[config.mk]
export PLATFORM = sky130hd
export DESIGN_NAME = fifo_uart_tx
export DESIGN_NICKNAME = d
export VERILOG_FILES = /design/src/rtl/fifo_uart_tx.sv
export SDC_FILE = /design/constraint.sdc
export NUM_CORES = 1
export LEC_CHECK = 0
export CORE_MARGIN = 10
export CORE_UTILIZATION = 48
export DETAILED_ROUTE_END_ITERATION = 8
export HOLD_SLACK_MARGIN = 0.08
export PLACE_DENSITY = 0.74
export SYNTH_ARGS = -nofsm -noshare
export SYNTH_HDL_FRONTEND = slang
export SYNTH_SLANG_ARGS = --single-unit
[constraint.sdc]
create_clock -name clk -period 1.9 [get_ports clk]
set_input_delay 0.57 -clock clk [delete_from_list [all_inputs] [get_ports clk]]
set_output_delay 0.57 -clock clk [all_outputs]
set_load 0.02 [all_outputs]
[src/rtl/fifo_uart_tx.sv]
`default_nettype none
// ============================================================================
// Module   : fifo_uart_tx
// Brief    : Pops bytes from an upstream FIFO and sends them as UART frames,
//            8N1 by default or 8E1 when UART_TX_PARITY_EN is defined.
// Revision : 1.0 - initial release
// ============================================================================
module fifo_uart_tx #(
    parameter int CLKS_PER_BIT = 16
) (
    input  logic       clk,
    input  logic       reset,
    input  logic       tx_enable,
    input  logic       empty_flag,
    input  logic [7:0] data_out,
    output logic       read_en,
    output logic       tx,
    output logic       busy
);

    localparam int            CW         = $clog2(CLKS_PER_BIT);
    localparam logic [CW-1:0] c_BIT_LAST = CW'(CLKS_PER_BIT - 1);
    localparam logic [CW-1:0] c_CNT_ONE  = CW'(1);

`ifdef UART_TX_PARITY_EN
    typedef enum logic [2:0] {
        S_IDLE   = 3'd0,
        S_WAIT   = 3'd1,
        S_LOAD   = 3'd2,
        S_START  = 3'd3,
        S_DATA   = 3'd4,
        S_PARITY = 3'd5,
        S_STOP   = 3'd6
    } state_t;
`else
    typedef enum logic [2:0] {
        S_IDLE   = 3'd0,
        S_WAIT   = 3'd1,
        S_LOAD   = 3'd2,
        S_START  = 3'd3,
        S_DATA   = 3'd4,
        S_STOP   = 3'd6
    } state_t;
`endif

    state_t        r_state,   w_state_nxt;
    logic          r_read_en, w_read_en_nxt;
    logic          r_tx,      w_tx_nxt;
    logic [CW-1:0] r_cnt,     w_cnt_nxt;
    logic [2:0]    r_idx,     w_idx_nxt;
    logic [7:0]    r_shift,   w_shift_nxt;
    logic          w_bit_done;

`ifdef UART_TX_PARITY_EN
    logic r_parity;

    // Parity is taken from the byte as loaded, before shifting destroys it.
    always_ff @(posedge clk or negedge reset) begin
        if (!reset) begin
            r_parity <= 1'b0;
        end else if (r_state == S_LOAD) begin
            r_parity <= ^data_out;
        end
    end
`endif

    always_comb begin
        w_state_nxt   = r_state;
        w_read_en_nxt = 1'b0;
        w_tx_nxt      = r_tx;
        w_cnt_nxt     = r_cnt;
        w_idx_nxt     = r_idx;
        w_shift_nxt   = r_shift;
        w_bit_done    = (r_cnt == c_BIT_LAST);

        case (r_state)
            S_IDLE: begin
                w_tx_nxt = 1'b1;
                if (tx_enable && !empty_flag) begin
                    w_read_en_nxt = 1'b1;
                    w_state_nxt   = S_WAIT;
                end
            end
            S_WAIT: begin
                w_state_nxt = S_LOAD;
            end
            S_LOAD: begin
                w_shift_nxt = data_out;
                w_tx_nxt    = 1'b0;
                w_cnt_nxt   = '0;
                w_state_nxt = S_START;
            end
            S_START: begin
                if (w_bit_done) begin
                    w_cnt_nxt   = '0;
                    w_tx_nxt    = r_shift[0];
                    w_state_nxt = S_DATA;
                end else begin
                    w_cnt_nxt = r_cnt + c_CNT_ONE;
                end
            end
            S_DATA: begin
                if (w_bit_done) begin
                    w_cnt_nxt = '0;
                    w_idx_nxt = r_idx + 3'd1;
                    if (r_idx == 3'd7) begin
`ifdef UART_TX_PARITY_EN
                        w_tx_nxt    = r_parity;
                        w_state_nxt = S_PARITY;
`else
                        w_tx_nxt    = 1'b1;
                        w_state_nxt = S_STOP;
`endif
                    end else begin
                        w_shift_nxt = {1'b0, r_shift[7:1]};
                        w_tx_nxt    = r_shift[1];
                    end
                end else begin
                    w_cnt_nxt = r_cnt + c_CNT_ONE;
                end
            end
`ifdef UART_TX_PARITY_EN
            S_PARITY: begin
                if (w_bit_done) begin
                    w_cnt_nxt   = '0;
                    w_tx_nxt    = 1'b1;
                    w_state_nxt = S_STOP;
                end else begin
                    w_cnt_nxt = r_cnt + c_CNT_ONE;
                end
            end
`endif
            S_STOP: begin
                w_tx_nxt = 1'b1;
                if (w_bit_done) begin
                    w_cnt_nxt   = '0;
                    w_state_nxt = S_IDLE;
                end else begin
                    w_cnt_nxt = r_cnt + c_CNT_ONE;
                end
            end
            default: begin
                w_tx_nxt    = 1'b1;
                w_cnt_nxt   = '0;
                w_state_nxt = S_IDLE;
            end
        endcase
    end

    always_ff @(posedge clk or negedge reset) begin
        if (!reset) begin
            r_state   <= S_IDLE;
            r_read_en <= 1'b0;
            r_tx      <= 1'b1;
            r_cnt     <= '0;
            r_idx     <= '0;
            r_shift   <= '0;
        end else begin
            r_state   <= w_state_nxt;
            r_read_en <= w_read_en_nxt;
            r_tx      <= w_tx_nxt;
            r_cnt     <= w_cnt_nxt;
            r_idx     <= w_idx_nxt;
            r_shift   <= w_shift_nxt;
        end
    end

    assign read_en = r_read_en;
    assign tx      = r_tx;
    assign busy    = (r_state != S_IDLE);

endmodule
`default_nettype wire

Word-level counts from Yosys, hierarchy flattened
Cells that the tools add are included.
- bits of input ports: 12
- memories: 0
- word-level logic and storage cells: 50
- output and inout port bits: 3
- bits in writable memories: 0
- latch bits: 0
- memory bits (read-only): 0
- register bits after elaboration: 20
- shift operators: 0
- reductions and logical operators: 11
- add/sub/neg operators: 2
- eq/ne operators: 13
- divide/modulo/power cells: 0
- muxes and demuxes: 17
- $mul: 0
- $lt $le $gt $ge: 0
- bitwise logic cells: 1
- operators by type and width (cell ; count):
    3-bit one-hot mux with 6 select lines ; 1
    8-bit 2-to-1 mux ; 2
    8-bit one-hot mux with 2 select lines ; 1
    3-bit 2-to-1 mux ; 5
    2-bit != test (second input constant) ; 6
    3-bit equality test (second input constant) ; 3
    4-bit one-hot mux with 2 select lines ; 1
    3-bit by 2-bit equality test with 1-bit output (second input constant) ; 2
    3-bit AND reduction ; 2
    1-bit 2-to-1 mux ; 5
    5-bit AND reduction ; 1
    4-bit by 1-bit adder with 4-bit output (second input constant) ; 1
    4-bit equality test (second input constant) ; 1
    4-bit 2-to-1 mux ; 1
    1-bit one-hot mux with 4 select lines ; 1
    3-bit by 1-bit adder with 3-bit output (second input constant) ; 1
    3-bit by 1-bit equality test with 1-bit output (second input constant) ; 1
    3-bit zero test ; 1
    3-bit nonzero test ; 1
    3-bit OR reduction ; 1
    2-bit AND reduction ; 1
    2-bit nonzero test ; 1
    2-bit OR reduction ; 1
    1-bit logical AND ; 1
    2 further kinds ; 2

Logic depth before layout (Yosys ltp)
Gate-level depths: netlist of the first run.
- depth after elaboration: 4
- depth in mapped cells: 6
- depth with buffers taken out: 6

Worst setup path before layout of the first run
OpenSTA, ideal clock, no wires.
- path type: reg-to-reg
- start: register r_idx[0]
- end: register r_shift[7]
- slack: 0.045 ns
- data required time: 1.764 ns
- setup time: 0.136 ns
- buffers on the path: 0
- arrival time: 1.720 ns
- clock period less this slack: 1.855 ns
- cell stages (with the launch flop): 7
- cells stage by stage: dfrtp_1 > ha_1 > ha_1 > or3b_4 > a21oi_4 > a21boi_4 > o32ai_1
- word-level cells in the longest chain between the ends: 3
- ends and longest elaborated chain (what ; RTL line ; text):
    from (decl) ; 50 ; logic [2:0] r_idx, w_idx_nxt;
    from (signal assigned) ; 163 ; r_idx <= w_idx_nxt;
    3-bit equality test ; 106 ; if (r_idx == 3'd7) begin
    2-bit != test (no line) ; n/a ;
    3-bit AND reduction (no line) ; n/a ;
    to (signal assigned) ; 164 ; r_shift <= w_shift_nxt;
    to (decl) ; 51 ; logic [7:0] r_shift, w_shift_nxt;
Every way passes these cells.
A chain may end at the register's enable or synchronous reset.

Worst setup path in the final report of the first run
- start: register r_idx[1]
- end: register r_shift[0]
The elaborated chain is that of the path after synthesis.

==> metrics.yaml, run 1 <==
floorplan:
  rows: 17
  die_w_um: 68.0
  core_area_sq_um: 2210
  dieArea_sq_um: 4620
  chipHeight_um: 68.0
  initial_utilization_pct: 49.9
  io_pins: 15
worst_setup_path:
  critPathCaptureType: "flip-flop"
  slowest_stage: "dfrtp_1"
  crit_buf_inv: 1
  r2r_slack_ns: 0.03
  cp_top_family: "compound AO/OA/AOI/OAI gates"
  r2r_end: "r_shift[0]$_DFFE_PN0P_"
  worstRegToRegCells: 7
  cp_cell_sequence: "ha_2 > ha_4 > or3b_4 > a21oi_4 > a21boi_4 > buf_12 > a2bb2oi_1"
  required_ns: 2.14
  cpPeakStageDelay_ns: 0.40
  r2r-start: "r_idx[1]$_DFFE_PN0P_"
  worstPathArrival_ns: 2.11
  startpoint_type: "flip-flop"
  crit_path_max_fanout: 7
  cp-startpoint: "r_idx[1]$_DFFE_PN0P_"
  critPathKind: "flip-flop to flip-flop"
clock_network:
  cts_tree: "done"
  htree_levels: 1
  clock_sinks: 20
  cts_made_buffers: 3
  cts_root_buf: "clkbuf_4"
  cts_buffer_depth: 2
  clk_pin_slew_worst_paths_ns: 0.12
  holdBufCountCts: 0
  worstSkewPairLatency_ns: 0.31
synthesis:
  synthCells: 108
  yosys_register_bits: 20
  syn_nets: 123
  synth-edff-count: 0
  seq_area_frac_synth_pct: 45.4
  ys_types: 36
  async_reset_ff_share_pct: 100
  synth_warnings: 0
  synth_flop_cell: "dfrtp_1"
  avgSynthCellArea_sq_um: 10.2
  synth_area_sq_um: 1100
timing:
  layout_min_cycle_time_ns: 1.87
  slew_headroom_pct: 76.6
  max_freq_ghz: 0.536
  worst_pin_slew_ns: 0.351
  setup_tns_ns: 0
  final_hold_viol_count: 0
  period_share_pct: 98.2
  hold_ws_ns: 0.537
  setup_viol: 0
  maxSlewViolCount: 0
  finClkSkew_ns: 0.00664
routing:
  wirelength_mm: 2.62
  vias: 922
  drc_errors: 0
  vias_per_cell: 5.91
  wl_per_cell_um: 16.8
  ant_nets: 0
  first_pass_iters: 4
  drtIter0Drc: 95
power_and_ir_drop:
  p_sw_share_pct: 19.7
  p_switching_uw: 168
  p_int_uw: 684
  p_leak_uw: 0.000574
  vdd_drop_max_v: 0.000562
  pwr-share-comb_pct: 6.6
  p_seq_share_pct: 51.9
  clockPowerShare_pct: 41.5
  power_per_cell_area_nw_per_um2: 596
  power_uw: 852
cells_and_area:
  layout_common_cells: "19 x dfrtp_1, 12 x clkdlybuf4s50_1, 8 x buf_4"
  multiInputGateArea_sq_um: 616
  seq_area_sq_um: 502
  diodes: 0
  fin_area_sq_um: 1430
  fillerInstances: 190
  layout_commonest_cell: "dfrtp_1"
  nets: 144
  post-route-util_pct: 64.6
  areaGrowthSynthToFinish_pct: 29.4
  drive_above_1_share_pct: 24.2
placement:
  dp_hpwl_mm: 1.71
  placed_area_sq_um: 1290
  gp_congestion: 0.724
  io_buffers: 14
worst_hold_path:
  holdPathEnd: "read_en$_DFF_PN0_"
  worstHoldPathCells: 2
  hold_class: "flip-flop to flip-flop"
  hp-start: "r_state[1]$_DFFE_PN0P_"
global_route:
  grt_max_degree: 21
  grt_pass1_wl_mm: 4.44
  grt_use_total_pct: 12.2
  grt.overflow.total: 0
  antenna_found_initial: 0
  grt_pass1_vias: 946
run:
  cap_violations: 0
outcome:
  outcome: "finished clean"
## power by group through the flow
stage                     Clock [uW]  Sequential, uW  Combinational (uW)
final                            354             442                56.5
after global placement             0             448                51.9
after floorplan                    0             449                14.8
after global routing             372             444                61.8
after CTS                        361             441                55.0
after detailed placement           0             449                53.0
## worst min-delay path, stage by stage, from the launching register on
cell	delay [ns]
dfrtp_1	0.36
or3_1	0.11
nor2_1	0.05
## worst max path at each step
stage                                   endpoint  slack [ns]  cells after the start
after floorplan           r_shift[7]$_DFFE_PN0P_        0.04                      6
after global placement                      busy        0.05                      2
after detailed placement  r_shift[6]$_DFFE_PN0P_      -0.001                      6
after CTS                 r_shift[5]$_DFFE_PN0P_       0.008                      6
after global routing      r_shift[0]$_DFFE_PN0P_       -0.01                      7
final                     r_shift[0]$_DFFE_PN0P_        0.03                      7
## stage by stage
step	std cells	worst slack (ns)
6_report	156	0.0338
4_1_cts	155	0.00773
3_3_place_gp	149	0.0538
2_1_floorplan	108	0.0445
3_5_place_dp	149	-0.00101
5_1_grt	156	-0.0145
## logic make-up after synthesis
logic type	Yosys count	synth area share, %
muxes	2	2.04
AOI/OAI and AO/OA	39	26.3
and+or+nand+nor	32	17.0
xor gates and xnor gates	2	1.59
adders and majority gates	3	3.40
DFF	20	45.4
buffers and inverters	10	4.30
## repair_timing
item / in CTS / in global routing
setup endpoints to repair: 9 / 8
pin swaps: 2 / 3
endpoints found under the hold margin: 0 / 0
setup buffers: 2 / 1
gates resized for setup: 11 / 4
## cells in the mapped netlist (all sizes together) (2+ instances only)
| cell type | instances | area share, % |
|---|---|---|
| dfrtp | 19 | 43 |
| a21oi | 8 | 4.6 |
| a2bb2oi | 7 | 5.5 |
| nand2 | 7 | 2.6 |
| nor2 | 7 | 2.4 |
| o22ai | 7 | 4.0 |
| o21ai | 6 | 2.7 |
| clkbuf | 4 | 1.4 |
| nand3b | 4 | 2.7 |
| buf | 3 | 1.9 |
| ha | 3 | 3.4 |
| inv | 3 | 1.0 |
| o2bb2ai | 3 | 2.4 |
| a21boi | 2 | 2.4 |
| and3 | 2 | 1.1 |
| mux2 | 2 | 2.0 |
| nand2b | 2 | 1.1 |
| nand3 | 2 | 0.91 |
| nor3 | 2 | 0.91 |
| o32ai | 2 | 1.6 |
| xnor2 | 2 | 1.6 |
## final cells by class
class / instances / area share [%]
multi-input cells: 78 / 43.0
clock inverters: 1 / 2.10
repair buffers: 23 / 15.0
flip-flops and latches: 20 / 35.1
inverters: 3 / 0.787
clock buffers: 3 / 1.57
well taps: 28 / 2.45
## sequential cells by signal, summed over array words and instances, names as in the netlist
register and flops:
read_en 1, tx 1, r_idx 3, r_cnt 4, r_state 3, r_shift 8
## per-layer routing
layer | wire, um | global-route usage, % | share of wire [%]
met5 | 0 | 0 | 0
met3 | 102 | 2.61 | 3.9
met2 | 1380 | 20.6 | 53
met1 | 1120 | 14.7 | 43
met4 | 19 | 5.28 | 0.73
Power figures use the tool's default switching activity.
==> run 2, diff against run 1 <==
- HOLD_SLACK_MARGIN: 0.08 -> unset
- SLEW_MARGIN: unset -> 20
==> results of run 2 <==
No change in the layout: final DEF, timing and power equal those of run 1.
